<file path="config.mk">
export PLATFORM = sky130hd
export DESIGN_NAME = top_c0_rr_arbiter
export DESIGN_NICKNAME = d
export VERILOG_FILES = /design/src/rtl/top_c0_rr_arbiter.sv
export SDC_FILE = /design/constraint.sdc
export NUM_CORES = 1
export LEC_CHECK = 0
export CORE_UTILIZATION = 40
export DETAILED_ROUTE_END_ITERATION = 10
export DONT_BUFFER_PORTS = 1
export GPL_ROUTABILITY_DRIVEN = 1
export HOLD_SLACK_MARGIN = 0.1
export PLACE_DENSITY = 0.66
export SYNTH_ARGS = -nofsm -noshare
export SYNTH_HDL_FRONTEND = slang
export SYNTH_SLANG_ARGS = --single-unit
</file>
<file path="constraint.sdc">
create_clock -name clk -period 2.43 [get_ports clk]
set_input_delay 0.1215 -clock clk [delete_from_list [all_inputs] [get_ports clk]]
set_output_delay 0.1215 -clock clk [all_outputs]
set_load 0.005 [all_outputs]
</file>
<file path="src/rtl/top_c0_rr_arbiter.sv">
// top_c0_rr_arbiter
// Round-robin arbiter that time-shares one combinational top_c0 datapath
// between NUM_REQ requesters. The winner's operand is registered onto dp_i,
// held for SETTLE_CYCLES clocks, then dp_o is captured and returned with a
// one-cycle rsp_valid pulse to the granted requester.
//
// Handshake: req is a level that is sampled only in IDLE. gnt is one-hot and
// held from the grant edge until the DONE->IDLE edge. rsp_valid pulses for
// exactly one cycle on the granted bit, and rsp_data is valid in that cycle
// and holds its value until the next capture. Dropping req after the grant
// does not abort the transaction.
//
// Optional feature macro: TOP_C0_ARB_ZERO_IDLE_EN
//   defined   : dp_i is cleared on the DONE->IDLE edge (dp_i == 0 in IDLE)
//   undefined : dp_i keeps the last granted operand through IDLE
module top_c0_rr_arbiter #(
    parameter int NUM_REQ       = 4,
    parameter int IN_W          = 14,
    parameter int OUT_W         = 12,
    parameter int SETTLE_CYCLES = 1
) (
    input  logic                    clk,
    input  logic                    rst_n,
    input  logic [NUM_REQ-1:0]      req,
    input  logic [NUM_REQ*IN_W-1:0] req_data,
    output logic [NUM_REQ-1:0]      gnt,
    output logic [NUM_REQ-1:0]      rsp_valid,
    output logic [OUT_W-1:0]        rsp_data,
    output logic                    busy,
    output logic [IN_W-1:0]         dp_i,
    input  logic [OUT_W-1:0]        dp_o
);

    localparam int PW = (NUM_REQ > 1) ? $clog2(NUM_REQ) : 1;
    localparam int CW = (SETTLE_CYCLES > 0) ? $clog2(SETTLE_CYCLES + 1) : 1;

    localparam logic [CW-1:0] CNT_LAST = CW'(SETTLE_CYCLES - 1);
    localparam logic [PW-1:0] PTR_LAST = PW'(NUM_REQ - 1);
    localparam logic [PW:0]   NUM_EXT  = (PW + 1)'(NUM_REQ);

    localparam logic [1:0] IDLE   = 2'd0;
    localparam logic [1:0] SETTLE = 2'd1;
    localparam logic [1:0] DONE   = 2'd2;

    logic [1:0]         state;
    logic [PW-1:0]      ptr;
    logic [PW-1:0]      win;
    logic [CW-1:0]      cnt;

    logic [PW-1:0]      pick;
    logic               pick_found;
    logic [NUM_REQ-1:0] pick_onehot;

    logic [IN_W-1:0]    operand [NUM_REQ];

    // Unpack the flat operand bus so the winner can be selected by index.
    for (genvar g = 0; g < NUM_REQ; g++) begin : g_unpack
        assign operand[g] = req_data[g*IN_W +: IN_W];
    end

    // Rotating-priority search: first set req bit starting at ptr, wrapping.
    always_comb begin
        logic [PW:0]   sum;
        logic [PW-1:0] idx;
        pick       = '0;
        pick_found = 1'b0;
        sum        = '0;
        idx        = '0;
        for (int i = 0; i < NUM_REQ; i++) begin
            sum = {1'b0, ptr} + (PW + 1)'(i);
            if (sum >= NUM_EXT) begin
                sum = sum - NUM_EXT;
            end
            idx = sum[PW-1:0];
            if (!pick_found && req[idx]) begin
                pick_found = 1'b1;
                pick       = idx;
            end
        end
    end

    assign pick_onehot = NUM_REQ'(1) << pick;
    assign busy        = (state != IDLE);

    // Transaction FSM: IDLE (arbitrate) -> SETTLE (hold dp_i) -> DONE (turnaround).
    always_ff @(posedge clk or negedge rst_n) begin
        if (!rst_n) begin
            state     <= IDLE;
            ptr       <= '0;
            win       <= '0;
            cnt       <= '0;
            gnt       <= '0;
            rsp_valid <= '0;
            rsp_data  <= '0;
            dp_i      <= '0;
        end else begin
            case (state)
                IDLE: begin
                    if (pick_found) begin
                        gnt   <= pick_onehot;
                        win   <= pick;
                        dp_i  <= operand[pick];
                        cnt   <= '0;
                        state <= SETTLE;
                    end
                end
                SETTLE: begin
                    cnt <= cnt + 1'b1;
                    if (cnt == CNT_LAST) begin
                        rsp_data  <= dp_o;
                        rsp_valid <= gnt;
                        state     <= DONE;
                    end
                end
                DONE: begin
                    rsp_valid <= '0;
                    gnt       <= '0;
                    ptr       <= (win == PTR_LAST) ? '0 : win + 1'b1;
`ifdef TOP_C0_ARB_ZERO_IDLE_EN
                    dp_i      <= '0;
`endif
                    state     <= IDLE;
                end
                default: begin
                    state <= IDLE;
                end
            endcase
        end
    end

endmodule

</file>
Yosys cells after proc, flatten, opt, wreduce, memory -nomap -nowiden
Index checks and enable logic that the tools add are counted.
- bitwise operators: 2
- order comparisons: 9
- shift operators: 1
- equality and inequality tests: 5
- reduce and logical (&&, ||, !) cells: 17
- add/sub/neg operators: 9
- mux-type cells: 33
- operators by type and width (cell ; count):
    14-bit binary-select mux with 2-bit select ; 1
    14-bit two-way mux ; 2
    2-bit two-way mux ; 11
    4-bit one-hot mux with 2 select lines ; 2
    3-bit greater-or-equal comparator, second input constant ; 4
    2-bit by 3-bit < comparator with 1-bit output, second input constant ; 4
    2-bit AND reduction ; 6
    1-bit two-way mux ; 9
    1-bit binary-select mux with 2-bit select ; 4
    4-bit two-way mux ; 2
    2-bit nonzero test ; 4
    2-bit by 1-bit subtractor with 2-bit output, second input constant ; 4
    2-bit by 2-bit adder with 3-bit output, second input constant ; 2
    2-bit equality test, second input constant ; 2
    2-bit inequality test, second input constant ; 2
    2-bit one-hot mux with 2 select lines ; 1
    1-bit by 2-bit << shifter with 4-bit output, first input constant ; 1
    2-bit by 1-bit adder with 3-bit output, second input constant ; 1
    2-bit by 3-bit greater-or-equal comparator with 1-bit output, second input constant ; 1
    1-bit logical AND ; 3
    1-bit logical NOT ; 3
    2-bit NOT with 3-bit output ; 1
    2-bit by 1-bit adder with 2-bit output, second input constant ; 1
    2-bit by 1-bit equality test with 1-bit output, second input constant ; 1
    other kinds (4) ; 4
- output and inout bits: 35
- bits in registers: 41
- logic and storage cells: 84
- bits of input ports: 74

Depth between registers and ports, before layout
- depth in word-level cells: 18
- depth in mapped cells: 8
- mapped depth without buffers: 5

Least setup slack after synthesis
OpenSTA, ideal clock, no wires.
- path type: register to register
- start point: register ptr[0]
- end point: register dp_i[10]
- path buffers: 2
- stages on the path, launching flop included: 8
- clock period less this slack: 1.837 ns
- required time: 2.304 ns
- setup slack: 0.593 ns
- arrival time: 1.711 ns
- library setup time: 0.126 ns
- path through: dfrtp_1 -> nor2b_1 -> o21bai_1 -> o31a_1 -> buf_6 -> buf_6 -> mux2_4 -> a221o_1
- cells in the longest elaborated chain, start to end: 18
- elaborated cells on any way between the ends: 42
- classes of those cells: add/sub (7); order compare (4); mux (23); bitwise (1); reduce/logical (7)
- ends and longest elaborated chain (item ; RTL line ; source):
    start, declared ; 46 ; logic [PW-1:0] ptr;
    start signal, assigned ; 118 ; ptr <= (win == PTR_LAST) ? '0 : win + 1'b1;
    parallel branches: the longest is 18 deep, another holds 2-bit by 1-bit adder with 3-bit output ; n/a ;
    end signal, assigned ; 102 ; dp_i <= operand[pick];
    end, declared ; 30 ; output logic [IN_W-1:0] dp_i,
Parallel ways; which one is timed is not known. The select of a mux whose other input is x is not followed.
A chain may end at the register's enable or synchronous reset.

Worst setup path in the final report
- start point: register ptr[0]
- end point: register dp_i[5]
Same word-level chain as after synthesis.

==> flow_summary.json <==
{
  "synth-edff-count": 0,
  "synthToLayoutAreaGrowth_pct": 31.4,
  "min_path_type": "input port to flop",
  "cp_max_fo": 16,
  "insertion_delay_ns": 0.29,
  "hpwlAfterDp_um": 3680,
  "critPathSlowestCell": "nor3_2",
  "start_util": 0.417,
  "row_count": 26,
  "setup_viol": 0,
  "status": "finished clean",
  "drive_gt1_frac": 0.215,
  "die_w_um": 74.9,
  "overflow": 0,
  "clk_path_buf_depth": 2,
  "swShare": 0.349,
  "power_mw": 3.33,
  "die_y_um": 74.9,
  "postLayoutCoreUtil": 0.548,
  "pre_cts_ws_ns": 0.212,
  "post-route-period-util": 0.931,
  "end_kind": "flop",
  "synth_seq_area_share": 0.482,
  "postSynthAreaPerCell_um2": 12.3,
  "rsz0062_at_grt": "no",
  "cts_tree": "yes",
  "place_congestion": 0.729,
  "clockPowerShare": 0.192,
  "cts_resized": 0,
  "p_int_mw": 2.17,
  "period_minus_slack_ns": 2.26,
  "synth-seq-cells": 41,
  "clock.fmax_mhz": 442,
  "cp.required_ns": 2.65,
  "wirelength_um": 5610,
  "fin_ws_ns": 0.168,
  "synth_warnings": 0,
  "portBuffers": 0,
  "grt_usage": 0.198,
  "report.final.slew_viol_count": 0,
  "post_drt_wl_per_cell_um": 19.1,
  "antenna_found_initial": 0,
  "yosysUniqueCellTypes": 32,
  "path_class": "flop to flop",
  "dr.pass1.iters": 4,
  "cp_cell_sequence": "nor2b_1 -> o21bai_1 -> o31a_1 -> buf_4 -> nor3_2 -> a221o_1",
  "tightest_slew_ns": 0.931,
  "grt_pass1_wl_um": 8230,
  "power_frac_comb": 0.414,
  "synthArstFlopShare": 1.00,
  "cellPowerDensity_nw_per_um2": 1190,
  "hold_viol": 0,
  "syn_nets": 248,
  "via_per_inst": 5.83,
  "grt_max_degree": 42,
  "sequentialPowerShare": 0.394,
  "fin_worst_skew_ns": 0.00640,
  "power.leakage_nw": 1.20,
  "max_stage_delay_ns": 0.77,
  "die_area_um2": 5620,
  "regToRegSetupSlack_ns": 0.17,
  "start_kind": "flop",
  "ys.flop_type": "dfrtp_1",
  "fin_area_um2": 2800,
  "worstPathArrival_ns": 2.48,
  "clk_pin_slew_ns": 0.08,
  "synth_area_um2": 2130,
  "cts_hold_buf": 45,
  "nets": 297,
  "postCtsSetupRepairBufs": 0,
  "drt_iter0_markers": 136,
  "max-cap-violations": 0,
  "vdd_drop_max_uv": 461,
  "clock-root-buffer": "clkbuf_8",
  "cts_sinks": 41,
  "post_dp_cell_area_um2": 2170,
  "antenna_left": 0,
  "vias": 1708,
  "ios": 109,
  "diodes": 0,
  "numCtsBuffers": 5,
  "syn_inst": 173,
  "fin_tns_setup_ns": 0,
  "cts_max_level": 2,
  "grt_pass1_vias": 1670,
  "p_sw_mw": 1.16,
  "slew_headroom": 0.376,
  "drcViolationCount": 0,
  "fp.coreArea_um2": 5110
}
layout by cell type, fill, tap and decap left out, types with 7 or more instances in the layout:
| cell | n |
|---|---|
| a221o_1 | 14 |
| a22o_1 | 18 |
| dfrtp_1 | 41 |
| dlygate4sd3_1 | 47 |
| mux2_2 | 18 |
| mux2_4 | 9 |
| nand2_1 | 11 |
| nand2b_1 | 7 |
| o21ai_0 | 10 |
synthesized netlist by cell type (2+ instances only):
cell      count  area share
nor3b_1       3       0.011
a21oi_1       3      0.0071
nand2_1      11       0.019
mux2_2       18       0.095
mux2_4        9       0.063
o21ai_0      10       0.024
a32oi_1       2      0.0082
nor2_1        4      0.0071
buf_2         3      0.0071
a22o_1       18       0.074
dfrtp_1      41        0.48
nand4_1       2      0.0059
nand2b_1      7       0.021
a221o_1      14       0.066
nor2b_1       5       0.015
buf_6         5       0.026
clkbuf_1      2      0.0035
o31ai_1       2      0.0071
kinds of logic after synthesis:
group           count (synthesis)  synth area share
buf+inv                        12            0.0423
simple gates                   38             0.106
flops                          41             0.482
mux                            27             0.159
fa+ha+maj                       1           0.00588
compound gates                 54             0.205
stage by stage:
stage | std cells | hold WS, ns
2_1_floorplan | 173 | -0.174
3_3_place_gp | 237 | -0.173
3_5_place_dp | 237 | -0.174
4_1_cts | 290 | 0.104
5_1_grt | 293 | 0.100
6_report | 293 | 0.115
flip-flops by register name (all words and copies together) (netlist names):
register and count:
cnt 1, dp_i 14, gnt 4, ptr 2, rsp_data 12, rsp_valid 4, state 2, win 2
worst max-delay path, delay by kind of cell, from the launching register on:
family                 cells  cell delay, ns
and+or+nand+nor            2            0.96
AOI/OAI and AO/OA          3            0.59
DFF                        1            0.42
buffers and inverters      1            0.23
per-layer routing:
metal	global-route usage	vias to the layer above	wire, um
met5	0	-	0
met2	0.351	78	3040
met1	0.234	857	2100
met3	0.0482	11	365
li1	-	762	-
met4	0.0713	0	102
layout make-up:
| cell class | count | area [um^2] |
|---|---|---|
| Multi-Input combinational cell | 120 | 1020 |
| Clock inverter | 3 | 65.1 |
| Tap cell | 70 | 87.6 |
| Sequential cell | 41 | 1030 |
| Fill cell | 445 | 2310 |
| Timing Repair Buffer | 53 | 528 |
| Inverter | 1 | 3.75 |
| Clock buffer | 5 | 68.8 |
power groups by stage:
stage	Combinational, mW	Sequential (mW)	Clock [mW]
after detailed placement	1.28	1.32	0
after global routing	1.50	1.34	0.688
after global placement	1.20	1.30	0
after CTS	1.36	1.31	0.652
final	1.38	1.31	0.639
after floorplan	1.10	1.23	0
worst paths after layout:
kind                       cells past startpoint         from           end
max                                            6       ptr[0]       dp_i[5]
min                                            2  req_data[4]       dp_i[4]
max reg2reg                                    6       ptr[0]       dp_i[5]
min reg2reg                                    1       win[0]        ptr[0]
max in group asynchronous                      2        rst_n       dp_i[5]
min in group asynchronous                      2        rst_n  rsp_valid[1]
(Power assumes the default switching activity.)
